`config.mk`:
```
export PLATFORM = sky130hd
export DESIGN_NAME = alu_op_sequencer
export DESIGN_NICKNAME = d
export VERILOG_FILES = /design/src/rtl/alu_op_sequencer_pkg.sv /design/src/rtl/alu_op_sequencer_decoder.sv /design/src/rtl/alu_op_sequencer.sv
export SDC_FILE = /design/constraint.sdc
export NUM_CORES = 1
export LEC_CHECK = 0
export ABC_AREA = 1
export CORE_MARGIN = 3
export CORE_UTILIZATION = 55
export DETAILED_ROUTE_END_ITERATION = 16
export DONT_BUFFER_PORTS = 1
export PLACE_DENSITY = 0.72
export REMOVE_ABC_BUFFERS = 1
export SYNTH_ARGS = -nofsm -noshare
export SYNTH_HDL_FRONTEND = slang
export SYNTH_SLANG_ARGS = --single-unit
```
`constraint.sdc`:
```
create_clock -name i_Clk -period 1.15 [get_ports i_Clk]
set_input_delay 0.115 -clock i_Clk [delete_from_list [all_inputs] [get_ports i_Clk]]
set_output_delay 0.115 -clock i_Clk [all_outputs]
set_load 0.05 [all_outputs]
```
`src/rtl/alu_op_sequencer_pkg.sv`:
```
// Shared types for the ALU op sequencer: FSM states, instruction classes, operand routing
// and the function-control bit map driven to the ALU.
package alu_op_sequencer_pkg;

  typedef enum logic [1:0] {StIdle, StFetch, StExec, StWb} state_e;

  typedef enum logic [2:0] {
    ClsNone, ClsMain, ClsInc, ClsLogic, ClsRotA, ClsMisc, ClsBit, ClsResSet
  } alu_class_e;

  typedef enum logic [2:0] {SrcNone, SrcReg, SrcA, SrcHl, SrcImm} src_e;
  typedef enum logic [1:0] {DstNone, DstReg, DstA, DstMem} dst_e;

  typedef struct packed {
    alu_class_e cls;
    src_e       src;
    dst_e       dst;
    logic [2:0] reg_idx;
    logic       wb_en;
    logic       flags_en;
  } dec_t;

  localparam dec_t DecNop = '{
    cls: ClsNone, src: SrcNone, dst: DstNone, reg_idx: 3'd0, wb_en: 1'b0, flags_en: 1'b0
  };

  localparam int unsigned FcMain  = 0;
  localparam int unsigned FcInc   = 1;
  localparam int unsigned FcDec   = 2;
  localparam int unsigned FcLogic = 3;
  localparam int unsigned FcNoZ   = 4;
  localparam int unsigned FcMisc  = 5;

  localparam logic [2:0] RegHl = 3'd6;
  localparam logic [2:0] RegA  = 3'd7;

  function automatic src_e src_of(logic [2:0] r);
    if (r == RegHl) return SrcHl;
    if (r == RegA) return SrcA;
    return SrcReg;
  endfunction

  function automatic dst_e dst_of(logic [2:0] r);
    if (r == RegHl) return DstMem;
    if (r == RegA) return DstA;
    return DstReg;
  endfunction

  function automatic logic [5:0] fc_of(alu_class_e cls, logic is_dec);
    logic [5:0] fc;
    fc = '0;
    case (cls)
      ClsMain: fc[FcMain] = 1'b1;
      ClsInc: begin
        fc[FcInc] = 1'b1;
        fc[FcDec] = is_dec;
      end
      ClsLogic, ClsBit, ClsResSet: fc[FcLogic] = 1'b1;
      ClsRotA: begin
        fc[FcLogic] = 1'b1;
        fc[FcNoZ]   = 1'b1;
      end
      ClsMisc: fc[FcMisc] = 1'b1;
      default: ;
    endcase
    return fc;
  endfunction

endpackage

```
`src/rtl/alu_op_sequencer_decoder.sv`:
```
// Combinational decode of {CB prefix, opcode} into class, operand source, destination
// and write-back / flag-commit enables. Unrecognised opcodes decode to DecNop.
module alu_op_sequencer_decoder
  import alu_op_sequencer_pkg::*;
(
  input  logic       cb_prefix,
  input  logic [7:0] opcode,
  output dec_t       dec
);

  logic [2:0] r_lo;
  logic [2:0] r_hi;

  assign r_lo = opcode[2:0];
  assign r_hi = opcode[5:3];

  always_comb begin
    dec = DecNop;
    if (cb_prefix) begin
      dec.src      = src_of(r_lo);
      dec.reg_idx  = r_lo;
      dec.flags_en = 1'b1;
      unique case (opcode[7:6])
        2'b00: begin
          dec.cls = ClsLogic;
          dec.dst = dst_of(r_lo);
        end
        2'b01: dec.cls = ClsBit;
        default: begin
          dec.cls      = ClsResSet;
          dec.dst      = dst_of(r_lo);
          dec.flags_en = 1'b0;
        end
      endcase
    end else if (opcode[7:6] == 2'b10 || (opcode[7:6] == 2'b11 && r_lo == 3'd6)) begin
      // 80-BF register/(HL) forms and the C6..FE immediate forms; CP (111) only sets flags
      dec.cls      = ClsMain;
      dec.src      = opcode[6] ? SrcImm : src_of(r_lo);
      dec.reg_idx  = r_lo;
      dec.flags_en = 1'b1;
      if (r_hi != 3'd7) dec.dst = DstA;
    end else if (opcode[7:6] == 2'b00 && opcode[2:1] == 2'b10) begin
      dec.cls      = ClsInc;
      dec.src      = src_of(r_hi);
      dec.dst      = dst_of(r_hi);
      dec.reg_idx  = r_hi;
      dec.flags_en = 1'b1;
    end else if (opcode[7:6] == 2'b00 && r_lo == 3'd7) begin
      dec.src      = SrcA;
      dec.flags_en = 1'b1;
      if (!opcode[5]) begin
        dec.cls = ClsRotA;
        dec.dst = DstA;
      end else begin
        // DAA/CPL write A; SCF/CCF only touch flags
        dec.cls = ClsMisc;
        if (!opcode[4]) dec.dst = DstA;
      end
    end
    dec.wb_en = (dec.dst != DstNone);
  end

endmodule

```
`src/rtl/alu_op_sequencer.sv`:
```
// Multi-cycle sequencer for one 8-bit ALU-class instruction: FETCH operand, EXEC on the ALU,
// optional WB. Define ALU_SEQ_ILLEGAL_TRAP_EN to add the o_Illegal trap output.
module alu_op_sequencer (
  input  logic       i_Clk,
  input  logic       i_Reset,
  input  logic       i_Enable,
  input  logic       i_Start,
  input  logic [7:0] i_Opcode,
  input  logic       i_CB_Prefix,
  output logic       o_Busy,
  output logic       o_Done,
  output logic [2:0] o_Reg_Sel,
  input  logic [7:0] i_Reg_Data,
  output logic       o_Reg_Write,
  input  logic [7:0] i_A_Data,
  output logic       o_Mem_Req,
  output logic       o_Mem_Write,
  output logic       o_Mem_Addr_Sel,
  input  logic       i_Mem_Ready,
  input  logic [7:0] i_Mem_Data,
  output logic [7:0] o_ALU_Opcode,
  output logic [7:0] o_ALU_Parameter,
  output logic [5:0] o_ALU_Function_Control,
  output logic       o_ALU_Save_Flags,
  output logic [1:0] o_ALU_Write,
  input  logic [7:0] i_ALU_Result,
  output logic [7:0] o_Wr_Data
`ifdef ALU_SEQ_ILLEGAL_TRAP_EN
  ,
  output logic       o_Illegal
`endif
);
  import alu_op_sequencer_pkg::*;

  state_e     state_q, state_d;
  dec_t       dec_q, dec_d, dec_new;
  logic [7:0] op_q, op_d;
  logic [7:0] param_q, param_d;
  logic [7:0] wr_q, wr_d;

  alu_op_sequencer_decoder u_decoder (
    .cb_prefix (i_CB_Prefix),
    .opcode    (i_Opcode),
    .dec       (dec_new)
  );

  always_ff @(posedge i_Clk or posedge i_Reset) begin
    if (i_Reset) begin
      state_q <= StIdle;
      dec_q   <= DecNop;
      op_q    <= '0;
      param_q <= '0;
      wr_q    <= '0;
    end else if (i_Enable) begin
      state_q <= state_d;
      dec_q   <= dec_d;
      op_q    <= op_d;
      param_q <= param_d;
      wr_q    <= wr_d;
    end
  end

  always_comb begin
    state_d                = state_q;
    dec_d                  = dec_q;
    op_d                   = op_q;
    param_d                = param_q;
    wr_d                   = wr_q;
    o_Busy                 = (state_q != StIdle);
    o_Done                 = 1'b0;
    o_Reg_Sel              = 3'd0;
    o_Reg_Write            = 1'b0;
    o_Mem_Req              = 1'b0;
    o_Mem_Write            = 1'b0;
    o_Mem_Addr_Sel         = 1'b0;
    o_ALU_Function_Control = 6'd0;
    o_ALU_Save_Flags       = 1'b0;
    o_ALU_Write            = 2'b00;

    unique case (state_q)
      StIdle: begin
        if (i_Start) begin
          op_d    = i_Opcode;
          dec_d   = dec_new;
          state_d = StFetch;
        end
      end
      StFetch: begin
        unique case (dec_q.src)
          SrcReg: begin
            o_Reg_Sel = dec_q.reg_idx;
            param_d   = i_Reg_Data;
            state_d   = StExec;
          end
          SrcA: begin
            param_d = i_A_Data;
            state_d = StExec;
          end
          SrcHl, SrcImm: begin
            o_Mem_Req      = 1'b1;
            o_Mem_Addr_Sel = (dec_q.src == SrcHl);
            if (i_Mem_Ready) begin
              param_d = i_Mem_Data;
              state_d = StExec;
            end
          end
          default: begin
            // Non-ALU opcode: finish here without touching the ALU or any destination
            o_Done  = 1'b1;
            state_d = StIdle;
          end
        endcase
      end
      StExec: begin
        o_ALU_Function_Control = fc_of(dec_q.cls, op_q[0]);
        o_ALU_Save_Flags       = dec_q.flags_en;
        wr_d                   = i_ALU_Result;
        if (dec_q.wb_en) begin
          state_d = StWb;
        end else begin
          o_Done  = 1'b1;
          state_d = StIdle;
        end
      end
      StWb: begin
        unique case (dec_q.dst)
          DstA: begin
            o_ALU_Write = 2'b01;
            o_Done      = 1'b1;
            state_d     = StIdle;
          end
          DstReg: begin
            o_Reg_Sel   = dec_q.reg_idx;
            o_Reg_Write = 1'b1;
            o_Done      = 1'b1;
            state_d     = StIdle;
          end
          DstMem: begin
            o_Mem_Req      = 1'b1;
            o_Mem_Write    = 1'b1;
            o_Mem_Addr_Sel = 1'b1;
            if (i_Mem_Ready) begin
              o_Done  = 1'b1;
              state_d = StIdle;
            end
          end
          default: begin
            o_Done  = 1'b1;
            state_d = StIdle;
          end
        endcase
      end
      default: state_d = StIdle;
    endcase
  end

  assign o_ALU_Opcode    = op_q;
  assign o_ALU_Parameter = param_q;
  assign o_Wr_Data       = wr_q;

`ifdef ALU_SEQ_ILLEGAL_TRAP_EN
  assign o_Illegal = (state_q == StFetch) && (dec_q.src == SrcNone);
`endif

endmodule

```
==> impl_metrics.env, run 1 <==
export IMPL_ys_seq_area_frac=0.4457
export IMPL_haltStage="4_1_cts"
export IMPL_start_util=0.5849
export IMPL_num_rows=22
export IMPL_gp_congestion=0.9075
export IMPL_synth_cell_area_mm2=0.002190
export IMPL_yosys_warnings=0
export IMPL_syn_inst=294
export IMPL_synth_area_per_cell_um2=7.448
export IMPL_status="aborted with a tool error"
export IMPL_pin_count=88
export IMPL_dpl_cell_count=412
export IMPL_yosysTopAreaCell="dfrtp_1"
export IMPL_cts_setup_buffers=18
export IMPL_post_cts_resized=101
export IMPL_dieHeight_um=69.10
export IMPL_die_width_um=69.10
export IMPL_clockBufferDepth=2
export IMPL_synthDistinctLibCells=26
export IMPL_cts_sinks=39
export IMPL_io_buffers=0
export IMPL_clockRootBuffer="clkbuf_8"
export IMPL_hpwl_mm=4.318
export IMPL_synth_seq_cells=39
export IMPL_synthTopCellsByArea="dfrtp_1, nand2_1, inv_1, nor2_1, mux2_2"
export IMPL_h_tree_depth=2
export IMPL_error="[ERROR DPL-0038] Utilization greater than 100%, impossible to legalize"
export IMPL_netlist_area_leader_share=0.4457
export IMPL_cts_hold_buf=18
export IMPL_cts_buffers=5
==> synth_stat cells <==
master / instances
o21ai_1: 7
nand3_1: 13
inv_1: 30
o21bai_1: 1
a21oi_1: 14
nor2_1: 25
o21ai_4: 1
o22ai_1: 1
inv_2: 13
nor2_4: 3
o221ai_1: 3
nor2_2: 2
dfrtp_1: 39
mux2_2: 8
a22oi_1: 3
buf_4: 1
conb_1: 1
nand2_1: 99
buf_6: 2
nor3_1: 7
buf_2: 3
o21ai_0: 8
nand2_2: 3
nor4_1: 2
nand4_1: 1
nand3_2: 4
==> logic make-up after synthesis <==
family / synth area share
AND/OR/NAND/NOR: 0.3149
flip-flops: 0.4457
buffers and inverters: 0.09429
other: 0.001713
AO/OA/AOI/OAI: 0.1023
multiplexers: 0.04114
==> through the flow <==
step                instance area, µm²  setup WS, ns  utilization  hold WS (ns)  setup TNS, ns
global placement                  2868       -0.1996       0.7660       0.07605         -4.760
detailed placement                2868       -0.2683       0.7660       0.07779         -6.264
floorplan                         2145        -1.536            -        0.2321         -21.73
==> inputs of run 2 (changes only) <==
Settings changed: CORE_UTILIZATION 55 to 40, PLACE_DENSITY 0.72 to not set, PLACE_DENSITY_LB_ADDON set to 0.15.
Clock period 1.15 ns to 1.5 ns, I/O delays scaled along.
==> impl_metrics.env, run 2 <==
export IMPL_critPathBufInv=2
export IMPL_slew_viol_final=0
export IMPL_vias_per_cell=5.083
export IMPL_start_util=0.4207
export IMPL_pin_count=88
export IMPL_synthTopCellsByArea="dfrtp_1, nand2_1, inv_1, nor2_1, mux2_2"
export IMPL_synth_area_per_cell_um2=7.448
export IMPL_die_width_um=79.99
export IMPL_violations="negative setup slack"
export IMPL_synthDistinctLibCells=26
export IMPL_fin_worst_skew_ns=0.007105
export IMPL_hold_path_endpoint="dec_q[9]"
export IMPL_top_register="dec_q"
export IMPL_r2r_end="dec_q[4]"
export IMPL_min_path_cells=2
export IMPL_grt_usage=0.1888
export IMPL_path_clk_slew_ns=0.08
export IMPL_crit_type="reg2out"
export IMPL_drive_gt1_frac=0.4044
export IMPL_max_slew_margin=0.6616
export IMPL_h_tree_depth=2
export IMPL_stdcell_area_mm2=0.003367
export IMPL_ys_top_cells_by_count="nand2_1, dfrtp_1, inv_1"
export IMPL_io_buffers=0
export IMPL_hp_start="i_Opcode[6]"
export IMPL_grt_max_degree=40
export IMPL_synth_async_sr_flop_share=1.000
export IMPL_cap_violations=0
export IMPL_drtIter0Drc=68
export IMPL_clockRootBuffer="clkbuf_8"
export IMPL_drc=0
export IMPL_cp_required_ns=1.35
export IMPL_fin_util=0.6469
export IMPL_yosys_warnings=0
export IMPL_crit_fanout=3
export IMPL_gp_congestion=0.8751
export IMPL_clock_fmax_mhz=597.5
export IMPL_power_leakage_nw=1.679
export IMPL_grt_pass1_vias=2061
export IMPL_status="finished with violations"
export IMPL_coreArea_mm2=0.005205
export IMPL_synth_top_flop_cell="dfrtp_1"
export IMPL_final_common_cell="nand2_1"
export IMPL_arrival_ns=1.52
export IMPL_synth_seq_cells=39
export IMPL_tightest_slew_ns=0.5076
export IMPL_cts_buffers=5
export IMPL_regToRegSetupSlack_ns=-0.03
export IMPL_slowest_delay_ns=0.41
export IMPL_syn_inst=294
export IMPL_placed_area_mm2=0.002547
export IMPL_finalSetupViolCount=16
export IMPL_grt_overflow_total=0
export IMPL_synth_cell_area_mm2=0.002190
export IMPL_peakVddDrop_mv=1.282
export IMPL_hold_ws_ns=0.002124
export IMPL_synth_edf_count=0
export IMPL_final_cell_mix="nand2_1, dfrtp_1, buf_4"
export IMPL_hpwl_mm=4.042
export IMPL_clockBufferDepth=2
export IMPL_fin_crit_sh=1.116
export IMPL_cp_slowest_cell="dfrtp_1"
export IMPL_synthToLayoutAreaGrowth_pct=53.77
export IMPL_cts_sinks=39
export IMPL_worst_slack_ns=-0.1737
export IMPL_dieHeight_um=79.99
export IMPL_r2r_start="state_q[1]"
export IMPL_diodes=0
export IMPL_die_area_mm2=0.006398
export IMPL_critPathTopFamily="flip-flops"
export IMPL_grt_pass1_wl_mm=9.480
export IMPL_num_rows=26
export IMPL_ant_nets=0
export IMPL_end_kind="output pin"
export IMPL_dr_pass1_iters=4
export IMPL_largest_reg_flops=13
export IMPL_crit_path_start_kind="flip-flop"
export IMPL_ys_seq_area_frac=0.4457
export IMPL_hold_violations=0
export IMPL_power_density_mw_per_mm2=2319
export IMPL_hold_path_class="in2reg"
export IMPL_layout_min_cycle_time_ns=1.674
export IMPL_wl_mm=6.481
export IMPL_detail_route_wl_per_cell_um=14.86
export IMPL_antenna_found_initial=0
export IMPL_pre_cts_ws_ns=0.1004
export IMPL_fin_nets=411
export IMPL_yosysMostFrequentCell="nand2_1"
export IMPL_netlist_area_leader_share=0.4457
export IMPL_clk_latency_ns=0.30
export IMPL_rsz0062_at_grt="true"
export IMPL_yosysTopAreaCell="dfrtp_1"
export IMPL_cts_tree="done"
export IMPL_vias=2216
export IMPL_cp_cell_sequence="inv_2 -> nor3_2 -> o22ai_1 -> o21bai_1 -> buf_4"
export IMPL_reg2regPathDepth=9
==> run 2: cell counts after synthesis <==
No cell type changed its count.
==> run 2: worst max-delay path by stage <==
| stage | startpoint | cells past startpoint | endpoint | slack (ns) |
|---|---|---|---|---|
| floorplan | state_q[1] | 4 | o_Reg_Sel[0] | -1.22 |
| global placement | dec_q[8] | 6 | state_q[1] | 0.12 |
| detailed placement | dec_q[8] | 7 | o_ALU_Parameter[3] | 0.10 |
| CTS | dec_q[8] | 7 | o_Done | -0.16 |
| global route | dec_q[5] | 5 | o_Done | -0.25 |
| finish | dec_q[5] | 5 | o_Done | -0.17 |
==> run 2: power breakdown <==
group	internal (mW)	switching [mW]	total (mW)	leakage [nW]
clock network	0.664	0.400	1.06	0.0644
registers	1.53	1.01	2.54	0.478
logic	1.66	2.54	4.20	1.14
total	3.85	3.96	7.81	1.68
==> run 2: timing repair <==
item                                    in CTS  in global routing
buffers inserted                             9                 12
cloned                                       0                  3
hold endpoints to repair                    51                  2
pin swaps                                    9                 31
hold buffers                                12                  2
resized for setup                           32                 58
endpoints found under the setup margin      14                 36
==> run 2: cells by family after synthesis <==
group | share of synthesized area
AO/OA/AOI/OAI | 0.1023
buffers and inverters | 0.09429
flip-flops | 0.4457
multiplexers | 0.04114
other | 0.001713
AND/OR/NAND/NOR | 0.3149
==> run 2: worst reg2reg max path, stage by stage, from the launching register on <==
cell and delay [ns]:
dfrtp_2 0.44, buf_6 0.13, buf_6 0.11, inv_4 0.05, nand2_4 0.06, nor2_4 0.13
buf_6 0.14, buf_6 0.11, clkbuf_16 0.15, o221ai_2 0.09
==> run 2: metrics by stage <==
stage / cells / setup TNS [ns] / power [mW]
floorplan: 288 / -8.928 / 4.630
global placement: 391 / 0 / 5.571
detailed placement: 391 / 0 / 5.634
CTS: 420 / -0.8560 / 7.127
global route: 436 / -3.381 / 8.241
finish: 436 / -1.014 / 7.807
==> run 2: cell type report <==
class	count	area, µm²
clock buffer	5	68.82
clock inverter	3	67.56
fill	452	1838
inverter	43	166.4
multi-input combinational	206	1291
sequential	39	980.9
tap	70	87.58
timing repair buffer	70	704.4
==> run 2: layer usage <==
layer | vias up | global-route usage | share of wire
li1 | 1073 | - | -
met1 | 1046 | 0.2293 | 0.40
met2 | 82 | 0.3204 | 0.52
met3 | 15 | 0.05305 | 0.068
met4 | 0 | 0.06250 | 0.021
met5 | - | 0 | 0
No activity file was read; power rests on OpenSTA's default activity.
